**src/rtl/mips_pkg.sv**
```systemverilog
// Shared constants and types for the MIPS pipeline datapath blocks.
package mips_pkg;

    localparam int unsigned DATA_W     = 32;
    localparam int unsigned REG_ADDR_W = 5;
    localparam int unsigned NUM_REGS   = 32;

    // Encoding matches the MemtoReg control bit.
    typedef enum logic {
        WbSrcAlu = 1'b0,
        WbSrcMem = 1'b1
    } wb_src_e;

endpackage

```
**src/rtl/regfile_core.sv**
```systemverilog
// Register array with hard-wired zero register and same-cycle write-to-read bypass.
module regfile_core #(
    parameter int unsigned DATA_W     = mips_pkg::DATA_W,
    parameter int unsigned REG_ADDR_W = mips_pkg::REG_ADDR_W,
    parameter int unsigned NUM_REGS   = mips_pkg::NUM_REGS
) (
    input  logic                  clk,
    input  logic                  reset_n,
    input  logic                  we_i,
    input  logic [REG_ADDR_W-1:0] waddr_i,
    input  logic [DATA_W-1:0]     wdata_i,
    input  logic [REG_ADDR_W-1:0] raddr1_i,
    input  logic [REG_ADDR_W-1:0] raddr2_i,
    output logic [DATA_W-1:0]     rdata1_o,
    output logic [DATA_W-1:0]     rdata2_o
);

    logic [DATA_W-1:0] regs_q [NUM_REGS];
    logic [DATA_W-1:0] regs_d [NUM_REGS];
    logic              wr_en;
    logic              bypass1;
    logic              bypass2;

    assign wr_en = we_i && (waddr_i != '0);

    always_comb begin
        regs_d = regs_q;
        if (wr_en) begin
            regs_d[waddr_i] = wdata_i;
        end
    end

    always_ff @(posedge clk) begin
        if (!reset_n) begin
            for (int i = 0; i < int'(NUM_REGS); i++) begin
                regs_q[i] <= '0;
            end
        end else begin
            regs_q <= regs_d;
        end
    end

    assign bypass1 = wr_en && (raddr1_i == waddr_i);
    assign bypass2 = wr_en && (raddr2_i == waddr_i);

    // Index 0 wins over both the array and the bypass path.
    always_comb begin
        rdata1_o = '0;
        rdata2_o = '0;
        if (raddr1_i != '0) begin
            rdata1_o = bypass1 ? wdata_i : regs_q[raddr1_i];
        end
        if (raddr2_i != '0) begin
            rdata2_o = bypass2 ? wdata_i : regs_q[raddr2_i];
        end
    end

endmodule

```
**src/rtl/writeback_regfile.sv**
```systemverilog
// MEM/WB pipeline latch with MemtoReg select, feeding the register file write port.
module writeback_regfile #(
    parameter int unsigned DATA_W     = mips_pkg::DATA_W,
    parameter int unsigned REG_ADDR_W = mips_pkg::REG_ADDR_W
) (
    input  logic                  clk,
    input  logic                  reset_n,
    input  logic                  stall,
    input  logic [REG_ADDR_W-1:0] mem_write_reg,
    input  logic [DATA_W-1:0]     mem_alu_result,
    input  logic [DATA_W-1:0]     mem_read_data,
    input  logic                  MemtoReg,
    input  logic                  RegWrite,
    input  logic [REG_ADDR_W-1:0] read_reg1,
    input  logic [REG_ADDR_W-1:0] read_reg2,
    output logic [DATA_W-1:0]     read_data1,
    output logic [DATA_W-1:0]     read_data2,
    output logic [REG_ADDR_W-1:0] wb_write_reg,
    output logic [DATA_W-1:0]     wb_write_data,
    output logic                  wb_RegWrite
);
    import mips_pkg::wb_src_e;
    import mips_pkg::WbSrcMem;

    logic [REG_ADDR_W-1:0] wb_write_reg_q, wb_write_reg_d;
    logic [DATA_W-1:0]     wb_write_data_q, wb_write_data_d;
    logic                  wb_reg_write_q, wb_reg_write_d;
    logic [DATA_W-1:0]     mem_wb_data;
    wb_src_e               wb_src;

    assign wb_src      = wb_src_e'(MemtoReg);
    assign mem_wb_data = (wb_src == WbSrcMem) ? mem_read_data : mem_alu_result;

    always_comb begin
        wb_write_reg_d  = wb_write_reg_q;
        wb_write_data_d = wb_write_data_q;
        wb_reg_write_d  = wb_reg_write_q;
        if (!stall) begin
            wb_write_reg_d  = mem_write_reg;
            wb_write_data_d = mem_wb_data;
            wb_reg_write_d  = RegWrite;
        end
    end

    always_ff @(posedge clk) begin
        if (!reset_n) begin
            wb_write_reg_q  <= '0;
            wb_write_data_q <= '0;
            wb_reg_write_q  <= 1'b0;
        end else begin
            wb_write_reg_q  <= wb_write_reg_d;
            wb_write_data_q <= wb_write_data_d;
            wb_reg_write_q  <= wb_reg_write_d;
        end
    end

    assign wb_write_reg  = wb_write_reg_q;
    assign wb_write_data = wb_write_data_q;
    assign wb_RegWrite   = wb_reg_write_q;

    // A held latch simply rewrites the same value each stalled cycle.
    regfile_core #(
        .DATA_W     (DATA_W),
        .REG_ADDR_W (REG_ADDR_W),
        .NUM_REGS   (mips_pkg::NUM_REGS)
    ) u_regfile_core (
        .clk      (clk),
        .reset_n  (reset_n),
        .we_i     (wb_reg_write_q),
        .waddr_i  (wb_write_reg_q),
        .wdata_i  (wb_write_data_q),
        .raddr1_i (read_reg1),
        .raddr2_i (read_reg2),
        .rdata1_o (read_data1),
        .rdata2_o (read_data2)
    );

endmodule

```
**config.mk**
```make
export PLATFORM = sky130hd
export DESIGN_NAME = writeback_regfile
export DESIGN_NICKNAME = d
export VERILOG_FILES = /design/src/rtl/mips_pkg.sv /design/src/rtl/regfile_core.sv /design/src/rtl/writeback_regfile.sv
export SDC_FILE = /design/constraint.sdc
export NUM_CORES = 2
export LEC_CHECK = 0
export ABC_CLOCK_PERIOD_IN_PS = 2800
export CORE_ASPECT_RATIO = 1.75
export CORE_MARGIN = 2
export CORE_UTILIZATION = 40
export CTS_CLUSTER_DIAMETER = 50
export CTS_CLUSTER_SIZE = 20
export DETAILED_ROUTE_END_ITERATION = 8
export GPL_TIMING_DRIVEN = 0
export MAX_ROUTING_LAYER = met4
export PLACE_DENSITY_LB_ADDON = 0.3
export SLEW_MARGIN = 10
export SYNTH_ARGS = -nofsm -noshare
export SYNTH_HDL_FRONTEND = slang
export SYNTH_SLANG_ARGS = --single-unit
```
**constraint.sdc**
```tcl
create_clock -name clk -period 2.8 [get_ports clk]
set_clock_uncertainty 0.2 [all_clocks]
set_input_delay 0.56 -clock clk [delete_from_list [all_inputs] [get_ports clk]]
set_output_delay 0.56 -clock clk [all_outputs]
set_load 0.005 [all_outputs]
```
==> results of run 1 <==
==> metrics by stage <==
| stage | TNS [ps] | std cells | utilization, % | setup slack (ps) |
|---|---|---|---|---|
| 4_1_cts | -263670 | 8670 | 49.8 | -1250 |
| 3_5_place_dp | -956440 | 8364 | 43.3 | -4050 |
| 3_3_place_gp | -981020 | 8356 | 43.2 | -4140 |
| 2_1_floorplan | 0 | 6327 | - | 2.97 |
==> per-layer routing <==
layer | global-route usage [%] | overflow
met3 | 40.3 | 0
met1 | 63.2 | 0
met2 | 83.0 | 13
met5 | - | -
met4 | 62.8 | 7
==> logic make-up after synthesis <==
group / synth area share [%]
flip-flops: 37.2
XOR/XNOR: 0.153
buffers and inverters: 5.74
multiplexers: 21.3
AO/OA/AOI/OAI: 18.6
AND/OR/NAND/NOR: 17.0
==> what timing repair did <==
item / 4_1_cts
setup endpoints to repair: 1096
pin swaps: 86
cloned: 11
resized for setup: 1306
setup buffers: 103
==> cells in the mapped netlist, types with 33 or more instances <==
cell type  count
and2_1        68
nor2_1       123
mux2i_1      227
mux2_2        73
a221o_1       33
mux4_2       402
a21boi_0     798
a21boi_1     194
clkbuf_1     436
dfxtp_1     1062
buf_2        131
nor3_1        33
buf_4         53
o21ai_0       88
a221oi_1      39
nand2_1     2102
nor4_1        33
o22ai_1      132
==> metrics.csv, run 1 <==
metric;value;unit
ios;186;
grt_max_degree;21;
synth_warnings;0;
synthDistinctLibCells;67;
clock_path_buffers;3;
ys_ff_latch;1062;
ys_seq_area_share;37.2;%
die_height;504;um
grt_pass1_wl;601000;um
syn_area;57100;um2
htree_levels;3;
synth_top_cell_by_area;dfxtp_1;
error;[ERROR GRT-0116] Global routing finished with congestion. Check the congestion regions in the DRC Viewer.;
routabilityCongestion;1.19;
synthFlopType;dfxtp_1;
fp.dieW;290;um
synthArstFlopShare;0;%
cts_hold_buffers;0;
synth_edf_count;0;
dpl_cell_area;61400;um2
postSynthCellCount;6327;
cts_buffers;107;
place_hpwl;324000;um
haltStage;global routing (5_1_grt);
cts-root-buf;clkbuf_16;
yosysTopAreaCellShare;37.2;%
cts_sinks;1062;
grt_overflow;20;
postSynthNetCount;6411;
row_count;183;
grt_pass1_vias;60300;
syn_area_per_cell;9.02;um2
start_util;40.2;%
synth_area_leaders;dfxtp_1 37%, mux4_2 16%, nand2_1 14%;
status;aborted with a tool error;
port_buffers;179;
grtUsageTotal;64.0;%
==> run 2: changes to the inputs <==
==> config.mk (replaced) <==
export PLATFORM = sky130hd
export DESIGN_NAME = writeback_regfile
export DESIGN_NICKNAME = d
export VERILOG_FILES = /design/src/rtl/mips_pkg.sv /design/src/rtl/regfile_core.sv /design/src/rtl/writeback_regfile.sv
export SDC_FILE = /design/constraint.sdc
export NUM_CORES = 2
export LEC_CHECK = 0
export ABC_CLOCK_PERIOD_IN_PS = 3600
export CORE_MARGIN = 2
export CORE_UTILIZATION = 25
export DETAILED_ROUTE_END_ITERATION = 8
export GPL_TIMING_DRIVEN = 0
export PLACE_DENSITY_LB_ADDON = 0.15
export SLEW_MARGIN = 10
export SYNTH_ARGS = -nofsm -noshare
export SYNTH_HDL_FRONTEND = slang
export SYNTH_SLANG_ARGS = --single-unit
==> constraint.sdc (replaced) <==
create_clock -name clk -period 3.6 [get_ports clk]
set_clock_uncertainty 0.2 [all_clocks]
set_input_delay 0.72 -clock clk [delete_from_list [all_inputs] [get_ports clk]]
set_output_delay 0.72 -clock clk [all_outputs]
set_load 0.005 [all_outputs]
==> run 2 against run 1 <==
  * The flow now finishes, with violations (capacitance limit, slew limit, setup timing)
  * Synthesized area unchanged
  * Synthesized cell count unchanged
==> metrics.csv, run 2 <==
metric;value;unit
clkTransAtPathRegs;60;ps
fp.dieW;482;um
postSynthCellCount;6327;
syn_area_per_cell;9.02;um2
leakagePower;25.4;nW
path_cells;buf_12, or3_4, o31ai_4, buf_12, buf_6, nor3_4, buf_12, a211oi_4, a221o_1, buf_2;
grtUsageTotal;35.7;%
ios;186;
start_util;25.1;%
synthTopCellsByCount;2,102 x nand2_1, 1,062 x dfxtp_1, 798 x a21boi_0;
fin_crit_sh;122;%
ys_ff_latch;1062;
yosysTopAreaCellShare;37.2;%
hold_path.class;flip-flop to flip-flop;
core_area;227000;um2
synthFlopType;dfxtp_1;
die_height;482;um
viasPerCell;5.79;
grt_pass1_wl;540000;um
num-fill-cells;23400;
cp.arrival;3470;ps
drv_cap;2;
critical_path.max_fanout;10;
busiest_layer;met2;
synth_edf_count;0;
cp.required;2680;ps
place_hpwl;316000;um
cts_sinks;1062;
syn_area;57100;um2
max_freq;0.228;GHz
use_met1;44.1;%
postSynthNetCount;6411;
seqCellArea;21300;um2
grt_max_degree;17;
antenna_found_initial;45;
status;finished, violations left;
violations;capacitance limit, slew limit, setup timing;
setup_viol;232;
drive_gt1_share;25.9;%
cts_tree;done;
grt_pass1_vias;52100;
clock_path_buffers;3;
routabilityCongestion;1.19;
fin_crit;4390;ps
row_count;175;
die-area;232000;um2
worst_pin_slew;1520;ps
multiInputGateArea;36200;um2
cp_common_cell;buf_12;
ant_nets;0;
largest_reg_flops;1024;
synthArstFlopShare;0;%
port_buffers;179;
place_ws;-4000;ps
synth_warnings;0;
area_growth;34.3;%
slew_viol_final;9;
synthDistinctLibCells;67;
synth_top_cell_by_area;dfxtp_1;
setup_slack;-790;ps
cp_top_family;compound AO/OA/AOI/OAI gates;
max_stage_delay;480;ps
cts_buffers;137;
firstDrtPassIters;6;
ys_seq_area_share;37.2;%
synth_area_leaders;dfxtp_1 37%, mux4_2 16%, nand2_1 14%;
grt_util_met3;13.9;%
rsz0062_at_grt;true;
final_nets;7047;
powerDensity;408;nW/um2
hold_viol_final;0;
worst_setup_path_start_kind;flip-flop;
htree_levels;4;
drt_wl_total;427000;um
utilization;33.7;%
clk_latency;840;ps
final_common_cell;nand2_1;
crit_buf_inv;5;
vias;58500;
synth.most_common_cell;nand2_1;
cp_slowest_cell;a211oi_4;
cts-root-buf;clkbuf_16;
layout_common_cells;2,091 x nand2_1, 1,057 x dfxtp_1, 798 x a21boi_0;
end_kind;output port;
grt.met2_usage;49.8;%
drtIter0Drc;8718;
criticalPathCategory;flip-flop to output port;
route.detailed.drc;0;
wl_per_cell;42.3;um
grt_overflow;0;
max_slew_margin;-1.03;%
vdd_drop_max;465;uV
-- run 2: cell counts after synthesis --
No cell type changed its count.
-- run 2: metal layers --
metal | part of all wire, % | wire [um]
met2 | 40 | 171000
met3 | 12 | 53100
met4 | 9.2 | 39200
met1 | 38 | 163000
met5 | 0.068 | 289
-- run 2: what timing repair did --
action / in CTS / in global routing
hold endpoints to repair: 0 / 0
setup buffers: 163 / 151
setup endpoints to repair: 405 / 73
resized for setup: 1445 / 269
pin swaps: 135 / 113
gates cloned: 6 / 8
hold buffers: 0 / 0
-- run 2: tightest hold or removal path, stage by stage, from the launching register on --
cell and delay [ps]:
dfxtp_1 310, nand2_1 50, a21boi_1 50
-- run 2: where the power goes --
group	switching, mW	internal, mW	total (mW)	leakage, nW
Combinational	3.47	1.73	5.21	14.7
Sequential	0.0234	11.8	11.8	8.56
Clock	6.05	8.20	14.2	2.19
-- run 2: cell type report --
| cell class | instances | share of cell area, % |
|---|---|---|
| clock inverters | 43 | 0.653 |
| repair buffers | 511 | 7.21 |
| plain buffers | 655 | 7.09 |
| clock buffers | 194 | 5.14 |
| flip-flops and latches | 1062 | 27.7 |
| inverters | 6 | 0.0457 |
| well taps | 3009 | 4.91 |
| multi-input cells | 4590 | 47.1 |
| diodes | 26 | 0.0848 |
-- run 2: final timing paths --
kind | from | end | slack [ps] | cells after the start
worst min register to register | u_regfile_core.regs_q[622]$_SDFFE_PN0P_ | u_regfile_core.regs_q[622]$_SDFFE_PN0P_ | 270 | 2
worst max-delay path | wb_write_reg[4]$_SDFFE_PN0N_ | read_data1[21] | -790 | 10
worst min-delay path | u_regfile_core.regs_q[622]$_SDFFE_PN0P_ | u_regfile_core.regs_q[622]$_SDFFE_PN0P_ | 270 | 2
worst max register to register | wb_RegWrite$_SDFFE_PN0N_ | u_regfile_core.regs_q[133]$_SDFFE_PN0P_ | -130 | 6
-- run 2: stage by stage --
step                setup TNS (ps)  power [mW]  instances  cell area [um2]  hold slack [ps]
floorplan                        0        13.6       6327            57100              240
finish                      -47870        31.3      10100            76700              265
CTS                         -33960        30.7       9922            73900              263
detailed placement         -307940        16.0       9524            62800              259
global placement           -711490        16.0       9515            62700              251
global route                -35060        31.6      10100            76600              285
-- run 2: kinds of logic (layout without fill, tap and decap cells) --
family | count (synthesis) | after routing | synth area share, %
muxes | 702 | 702 | 21.3
DFF | 1062 | 1062 | 37.2
AOI/OAI and AO/OA | 1445 | 1445 | 18.6
and+or+nand+nor | 2433 | 2433 | 17.0
buffers and inverters | 675 | 1409 | 5.74
xor gates and xnor gates | 10 | 10 | 0.153
other | 0 | 26 | 0
Note: power is estimated with default switching activity, not from simulation.
